### config.mk
export PLATFORM = sky130hd
export DESIGN_NAME = block_distribution_rr
export DESIGN_NICKNAME = d
export VERILOG_FILES = /design/src/rtl/block_dist_pkg.sv /design/src/rtl/block_dist_am_timer.sv /design/src/rtl/block_distribution_rr.sv
export SDC_FILE = /design/constraint.sdc
export NUM_CORES = 2
export LEC_CHECK = 0
export CORE_MARGIN = 2
export CORE_UTILIZATION = 25
export DETAILED_ROUTE_END_ITERATION = 10
export HOLD_SLACK_MARGIN = 0.12
export PLACE_DENSITY = 0.54
export SYNTH_ARGS = -nofsm -noshare
export SYNTH_HDL_FRONTEND = slang
export SYNTH_SLANG_ARGS = --single-unit
### constraint.sdc
create_clock -name i_clock -period 4.4 [get_ports i_clock]
set_clock_uncertainty 0.1 [all_clocks]
set_input_delay 1.1 -clock i_clock [delete_from_list [all_inputs] [get_ports i_clock]]
set_output_delay 1.1 -clock i_clock [all_outputs]
set_load 0.01 [all_outputs]
### src/rtl/block_dist_pkg.sv
// Shared defaults, FSM state type and lane-slicing helper for the PCS TX
// round-robin block distributor.
package block_dist_pkg;

  localparam int unsigned DEF_LEN_CODED_BLOCK = 32'd66;
  localparam int unsigned DEF_N_LANES         = 32'd20;
  localparam int unsigned DEF_AM_PERIOD       = 32'd16384;

  typedef enum logic [0:0] {
    FILL = 1'b0,
    GAP  = 1'b1
  } dist_state_e;

  // Width of the flat output bus carrying one block per lane.
  function automatic int unsigned lane_bus_width(input int unsigned n_lanes,
                                                 input int unsigned len_block);
    return n_lanes * len_block;
  endfunction

endpackage

### src/rtl/block_dist_am_timer.sv
// Alignment-marker gap timer: counts completed rounds and, every AM_PERIOD
// rounds, closes the input for N_LANES cycles. Built only with BLOCK_DIST_AM_GAP_EN.
module block_dist_am_timer
  import block_dist_pkg::*;
#(
  parameter int unsigned N_LANES   = DEF_N_LANES,
  parameter int unsigned AM_PERIOD = DEF_AM_PERIOD
) (
  input  logic i_clock,
  input  logic i_reset_n,
  input  logic i_clear,
  input  logic round_done,
  output logic o_ready,
  output logic o_am_slot,
  output logic gap_done
);

  localparam int unsigned PTR_W = $clog2(N_LANES);
  localparam int unsigned RND_W = $clog2(AM_PERIOD);
  localparam logic [RND_W-1:0] RND_LAST = RND_W'(AM_PERIOD - 32'd1);
  localparam logic [PTR_W-1:0] GAP_LAST = PTR_W'(N_LANES - 32'd1);

  dist_state_e      state_r, state_nxt_s;
  logic [RND_W-1:0] rnd_cnt_r, rnd_cnt_nxt_s;
  logic [PTR_W-1:0] gap_cnt_r, gap_cnt_nxt_s;
  logic             ready_r, ready_nxt_s;
  logic             am_slot_r, am_slot_nxt_s;

  // Next-state logic: clear aborts a gap and restarts the round count.
  always_comb begin
    state_nxt_s   = state_r;
    rnd_cnt_nxt_s = rnd_cnt_r;
    gap_cnt_nxt_s = gap_cnt_r;
    ready_nxt_s   = ready_r;
    am_slot_nxt_s = 1'b0;
    if (i_clear) begin
      state_nxt_s   = FILL;
      rnd_cnt_nxt_s = '0;
      gap_cnt_nxt_s = '0;
      ready_nxt_s   = 1'b1;
    end else begin
      case (state_r)
        FILL: begin
          ready_nxt_s = 1'b1;
          if (round_done) begin
            if (rnd_cnt_r == RND_LAST) begin
              state_nxt_s   = GAP;
              rnd_cnt_nxt_s = '0;
              gap_cnt_nxt_s = '0;
              ready_nxt_s   = 1'b0;
              am_slot_nxt_s = 1'b1;
            end else begin
              rnd_cnt_nxt_s = rnd_cnt_r + RND_W'(1);
            end
          end else begin
            rnd_cnt_nxt_s = rnd_cnt_r;
          end
        end
        GAP: begin
          if (gap_cnt_r == GAP_LAST) begin
            state_nxt_s   = FILL;
            gap_cnt_nxt_s = '0;
            ready_nxt_s   = 1'b1;
          end else begin
            gap_cnt_nxt_s = gap_cnt_r + PTR_W'(1);
            ready_nxt_s   = 1'b0;
          end
        end
        default: begin
          state_nxt_s   = FILL;
          rnd_cnt_nxt_s = '0;
          gap_cnt_nxt_s = '0;
          ready_nxt_s   = 1'b1;
        end
      endcase
    end
  end

  // State and output registers.
  always_ff @(posedge i_clock or negedge i_reset_n) begin
    if (!i_reset_n) begin
      state_r   <= FILL;
      rnd_cnt_r <= '0;
      gap_cnt_r <= '0;
      ready_r   <= 1'b1;
      am_slot_r <= 1'b0;
    end else begin
      state_r   <= state_nxt_s;
      rnd_cnt_r <= rnd_cnt_nxt_s;
      gap_cnt_r <= gap_cnt_nxt_s;
      ready_r   <= ready_nxt_s;
      am_slot_r <= am_slot_nxt_s;
    end
  end

  assign o_ready   = ready_r;
  assign o_am_slot = am_slot_r;
  assign gap_done  = (state_r == GAP) && (gap_cnt_r == GAP_LAST);

endmodule

### src/rtl/block_distribution_rr.sv
// Round-robin distributor of 64b/66b coded blocks onto N_LANES PCS lanes.
// Define BLOCK_DIST_AM_GAP_EN to build the periodic alignment-marker input gap.
module block_distribution_rr
  import block_dist_pkg::*;
#(
  parameter int unsigned LEN_CODED_BLOCK = DEF_LEN_CODED_BLOCK,
  parameter int unsigned N_LANES         = DEF_N_LANES,
  parameter int unsigned AM_PERIOD       = DEF_AM_PERIOD,
  parameter int unsigned PTR_W           = $clog2(N_LANES),
  parameter int unsigned RND_W           = $clog2(AM_PERIOD)
) (
  input  logic                                                 i_clock,
  input  logic                                                 i_reset_n,
  input  logic [LEN_CODED_BLOCK-1:0]                           i_data,
  input  logic                                                 i_valid,
  output logic                                                 o_ready,
  input  logic                                                 i_clear,
  output logic [lane_bus_width(N_LANES, LEN_CODED_BLOCK)-1:0] o_data,
  output logic                                                 o_valid,
  output logic [PTR_W-1:0]                                     o_lane_ptr,
  output logic                                                 o_am_slot
);

  localparam int unsigned      BUS_W    = lane_bus_width(N_LANES, LEN_CODED_BLOCK);
  localparam logic [PTR_W-1:0] PTR_LAST = PTR_W'(N_LANES - 32'd1);

  if (N_LANES < 32'd2 || AM_PERIOD < 32'd2 || PTR_W < 32'd1 || RND_W < 32'd1) begin : g_bad_params
    $error("block_distribution_rr: N_LANES and AM_PERIOD must both be at least 2");
  end

  logic [PTR_W-1:0]           ptr_r, ptr_nxt_s;
  logic [LEN_CODED_BLOCK-1:0] staging_r [N_LANES-1];
  logic [BUS_W-1:0]           data_r, round_s;
  logic                       valid_r;
  logic                       ready_s, xfer_s, last_s, round_done_s, gap_done_s;

  assign xfer_s       = i_valid && ready_s && !i_clear;
  assign last_s       = (ptr_r == PTR_LAST);
  assign round_done_s = xfer_s && last_s;

`ifdef BLOCK_DIST_AM_GAP_EN
  block_dist_am_timer #(
    .N_LANES   (N_LANES),
    .AM_PERIOD (AM_PERIOD)
  ) u_am_timer (
    .i_clock    (i_clock),
    .i_reset_n  (i_reset_n),
    .i_clear    (i_clear),
    .round_done (round_done_s),
    .o_ready    (ready_s),
    .o_am_slot  (o_am_slot),
    .gap_done   (gap_done_s)
  );
`else
  assign ready_s    = 1'b1;
  assign o_am_slot  = 1'b0;
  assign gap_done_s = 1'b0;
`endif

  // Lane pointer: restarts on clear or at the end of an AM gap.
  always_comb begin
    ptr_nxt_s = ptr_r;
    if (i_clear || gap_done_s) begin
      ptr_nxt_s = '0;
    end else if (xfer_s) begin
      ptr_nxt_s = last_s ? '0 : ptr_r + PTR_W'(1);
    end else begin
      ptr_nxt_s = ptr_r;
    end
  end

  // Completed round: staged lanes plus the incoming block as the last lane.
  always_comb begin
    round_s = '0;
    for (int k = 0; k < N_LANES - 1; k++) begin
      round_s[k*LEN_CODED_BLOCK +: LEN_CODED_BLOCK] = staging_r[k];
    end
    round_s[(N_LANES-1)*LEN_CODED_BLOCK +: LEN_CODED_BLOCK] = i_data;
  end

  // Staging lanes 0..N_LANES-2; the last lane never needs to be stored.
  always_ff @(posedge i_clock or negedge i_reset_n) begin
    if (!i_reset_n) begin
      for (int k = 0; k < N_LANES - 1; k++) begin
        staging_r[k] <= '0;
      end
    end else begin
      for (int k = 0; k < N_LANES - 1; k++) begin
        if (xfer_s && (ptr_r == PTR_W'(k))) begin
          staging_r[k] <= i_data;
        end else begin
          staging_r[k] <= staging_r[k];
        end
      end
    end
  end

  // Pointer and output register; o_data holds until the next completed round.
  always_ff @(posedge i_clock or negedge i_reset_n) begin
    if (!i_reset_n) begin
      ptr_r   <= '0;
      valid_r <= 1'b0;
      data_r  <= '0;
    end else begin
      ptr_r   <= ptr_nxt_s;
      valid_r <= round_done_s;
      if (round_done_s) begin
        data_r <= round_s;
      end else begin
        data_r <= data_r;
      end
    end
  end

  assign o_ready    = ready_s;
  assign o_data     = data_r;
  assign o_valid    = valid_r;
  assign o_lane_ptr = ptr_r;

endmodule

======== Word-level counts from Yosys, hierarchy flattened ========
Cells that the tools add are included.
word-level totals
  register bits ........................... 2580
  input bits .............................. 70
  output and inout port bits .............. 1328
  logic and storage cells ................. 69
cells by class
  $add $sub $neg .......................... 1
  equal/unequal tests ..................... 19
  multiplexer cells ....................... 3
  reduce and logical (&&, ||, !) cells .... 24
operators with widths
  kind                   number
  $eq A5 B4 Y1 const B   8
  $logic_and A1 B1 Y1    21
  $eq A5 B3 Y1 const B   4
  $eq A5 B5 Y1 const B   4
  $mux W5                3
  $eq A5 B2 Y1 const B   2
  $add A5 B1 Y5 const B  1
  $eq A5 B1 Y1 const B   1
  $logic_not A5 Y1       1
  $reduce_bool A2 Y1     1
  $logic_not A1 Y1       1

======== Logic depth before layout (Yosys ltp) ========
  word-level depth ........................ 4
  depth in mapped cells ................... 8
  gate-level depth less buffers ........... 5

======== Least setup slack after synthesis ========
OpenSTA, ideal clock, no wires.
  path kind ............................... input to register
  start ................................... in i_valid
  end ..................................... reg data_r[1000], in the netlist o_data[1000]
  library setup time ...................... 0.125 ns
  data arrival time ....................... 2.404 ns
  data required time ...................... 4.175 ns
  path slack .............................. 1.771 ns
  cell stages on the path ................. 8
  buffers on the path ..................... 5
  cell sequence ........................... buf_4 > and2b_4 > nand3_1 > buf_2 > buf_6 > buf_6 > buf_6 > mux2_4
on the way
  cells in the longest elaborated chain, start to end .. 2
RTL lines
  what                  RTL line                      text
  start, declared       block_distribution_rr.sv:15   input logic i_valid,
  $logic_and A1 B1 Y1   block_distribution_rr.sv:37   assign xfer_s = i_valid && ready_s && !i_clear;
  $logic_and A1 B1 Y1   block_distribution_rr.sv:39   assign round_done_s = xfer_s && last_s;
  end signal, assigned  block_distribution_rr.sv:108  data_r <= round_s;
  end signal, assigned  block_distribution_rr.sv:110  data_r <= data_r;
  end, declared         block_distribution_rr.sv:33   logic [BUS_W-1:0] data_r, round_s;
No other way between the ends.
A chain may end at the register's enable or synchronous reset.

======== Final worst setup path ========
  start ................................... reg ptr_r[2], in the netlist o_lane_ptr[2]
  end ..................................... out o_lane_ptr[2]
RTL lines
  what                    RTL line                      text
  start, declared         block_distribution_rr.sv:31   logic [PTR_W-1:0] ptr_r, ptr_nxt_s;
  start signal, assigned  block_distribution_rr.sv:105  ptr_r <= ptr_nxt_s;
  end, declared           block_distribution_rr.sv:20   output logic [PTR_W-1:0] o_lane_ptr,
No word-level cell between the ends.

==> results.ini <==
[run_status]
status=complete, no violations

[worst_setup_path]
critical-path-slowest-cell=clkdlybuf4s50_1
arrival_ns=2.41
worstSetupPathType=register to output pin
crit_buf_inv=1
crit_family=buffers and inverters
critPathMaxStageDelay_ns=0.90
worstSetupStartpointType=register
cp.required_ns=3.20
r2r-start=o_lane_ptr[3]$_DFFE_PN0P_
r2r_end=round_s[1122]$_DFFE_PN0P_
rrSetupSlack_ns=1.50
worst-r2r-cell-count=4
end_kind=output pin
cp_cell_sequence=clkdlybuf4s50_1
path_max_fanout=14

[clocking]
cts_tree=done
clk_pin_slew_worst_paths_ns=0.09
htree_num_levels=5
clockBufferDepth=4
clock-sinks=2580
numCtsBuffers=298
cts-root-buf=clkbuf_16
insertion_delay_ns=0.90
post_cts_buffers=0

[timing]
setup_viol=0
rsz0062_at_grt=false
setup_ws_ns=0.790
max_freq_mhz=277
period_needed_ns=3.61
fin_setup_tns_ns=0
slew_violations=0
finalCritPeriodShare_pct=82.1
slew_headroom_pct=14.7
worst-slew-pin-transition_ns=1.28
final_hold_viol_count=0

[die]
die_width_um=632
die_y_um=632
pin_count=1398
initial_utilization_pct=25.1
rows=230
die_area_um2=400000
core_area_um2=393000

[logic_synthesis]
ys_top_cells_by_area=dfrtp_1 65%, mux2_2 22%, mux2_4 9.1%, buf_2 0.82%, buf_6 0.76%
yosys_warnings=0
ys_seq_area_share_pct=65.4
yosys_register_bits=2580
async_flop_share_pct=100
avgSynthCellArea_um2=17.5
ys.flop_type=dfrtp_1
synth_top_area_share_pct=65.4
synth_edf_count=0
synthTopCellsByCount=2580 x dfrtp_1, 1969 x mux2_2, 600 x mux2_4
yosys.area.top_type=dfrtp_1
synth.distinct_cells=33
syn_inst=5628
syn_area_um2=98600
syn_nets=5703
yosysMostFrequentCell=dfrtp_1

[global_route]
grt_usage_pct=16.9
grt_pass1_wl_um=480000
grt_max_degree=138
grt_overflow=0
first_global_vias=58300
antenna_found_initial=56

[hold_path]
hold_end=o_data[874]$_DFFE_PN0P_
min_path_type=register to register
hold_depth=1
min_from=round_s[874]$_DFFE_PN0P_

[routing]
wire_per_inst_um=27.6
ant_nets=0
vias=54700
wl_um=347000
dr.pass1.iters=5
viasPerCell=4.34
drc=0
drt_iter0_markers=2914

[pwr]
ir_drop_mv=0.303
pwr_density_cell_nw_per_um2=404
leakagePower_nw=64.1

[placement]
io_buffer_count=1395
dp_slack_ns=0.409
dpl.cell_count=12000
hpwlAfterDp_um=237000
gp_congestion=0.805
dpl-instance-area_um2=119000

[layout]
fin_cells=12600
design_area_um2=129000
multiInputGateArea_um2=31700
syn2layout_area_growth_pct=31.0
nets=7195
regArea_um2=64600
num-fill-cells=38000
drive_gt1_share_pct=45.2

[job]
max_cap_violations=0

==> metrics by stage <==
step / hold WS (ns) / utilization, % / total power, mW
floorplan: 0.359 / - / 26.0
global placement: 0.367 / 30.3 / 27.3
detailed placement: 0.379 / 30.3 / 27.4
CTS: 0.352 / 32.9 / 53.0
global route: 0.393 / 32.9 / 54.1
finish: 0.369 / 32.9 / 52.2
==> logic make-up after synthesis <==
logic type                 share of synthesized area (%)
AOI/OAI and AO/OA                                 0.0393
adders and majority gates                         0.0634
buffers and inverters                               2.51
DFF                                                 65.4
muxes                                               31.7
other                                            0.00761
and+or+nand+nor                                    0.250
==> report_power, final <==
part           internal (mW)  switching (mW)
Clock                   15.0            10.3
Sequential              24.5           0.376
Combinational          0.717            1.30
Total                   40.2            12.0
==> registers in the layout, summed over array words and instances, names as in the netlist <==
signal      cells
o_data       1320
o_valid         1
o_lane_ptr      5
round_s      1254
==> how the worst max path moves through the flow <==
stage	slack, ns	to	depth (start not counted)	startpoint
floorplan	1.77	o_data[1000]$_DFFE_PN0P_	8	i_valid
global placement	0.47	round_s[1148]$_DFFE_PN0P_	5	i_valid
detailed placement	0.41	round_s[1148]$_DFFE_PN0P_	5	i_valid
CTS	0.70	o_lane_ptr[3]	1	o_lane_ptr[3]$_DFFE_PN0P_
global route	0.70	o_lane_ptr[2]	1	o_lane_ptr[2]$_DFFE_PN0P_
finish	0.79	o_lane_ptr[2]	1	o_lane_ptr[2]$_DFFE_PN0P_
==> metal layers <==
metal	GRT usage, %	part of all wire [%]	routed length (um)	up-vias
met2	28.8	49	171000	1537
met1	20.6	40	140000	29800
met5	0	0	0	-
li1	-	-	-	22800
met4	6.54	4.3	14900	0
met3	4.23	6.3	21700	496
==> repair_timing <==
item	in CTS	in global routing
gates resized for setup	0	0
hold buffers	1	0
endpoints found under the hold margin	37	0
==> layout by cell type (no fill, tap or decap), drive strengths merged, types with 2 or more instances in the layout <==
cell | synthesis | routed
buf | 279 | 266
nand2 | 4 | 4
clkinv | 0 | 64
mux2 | 2574 | 2574
conb | 2 | 2
nand3b | 2 | 2
bufinv | 0 | 20
o31ai | 2 | 2
clkbuf | 138 | 432
nand4 | 5 | 5
nor2b | 4 | 4
clkdlybuf4s50 | 0 | 1342
clkinvlp | 0 | 8
ha | 5 | 5
nor2 | 3 | 3
and2 | 3 | 3
and4b | 2 | 2
inv | 5 | 15
dfrtp | 2580 | 2580
diode | 0 | 22
nand3 | 10 | 10
==> cell type report <==
type,instances,area share [%]
flip-flops and latches,2580,50.0
clock buffers,432,6.76
clock inverters,102,1.01
inverters,5,0.0184
repair buffers,1609,12.6
multi-input cells,2626,24.6
well taps,5220,5.05
diodes,22,0.0426
Power figures use the tool's default switching activity.
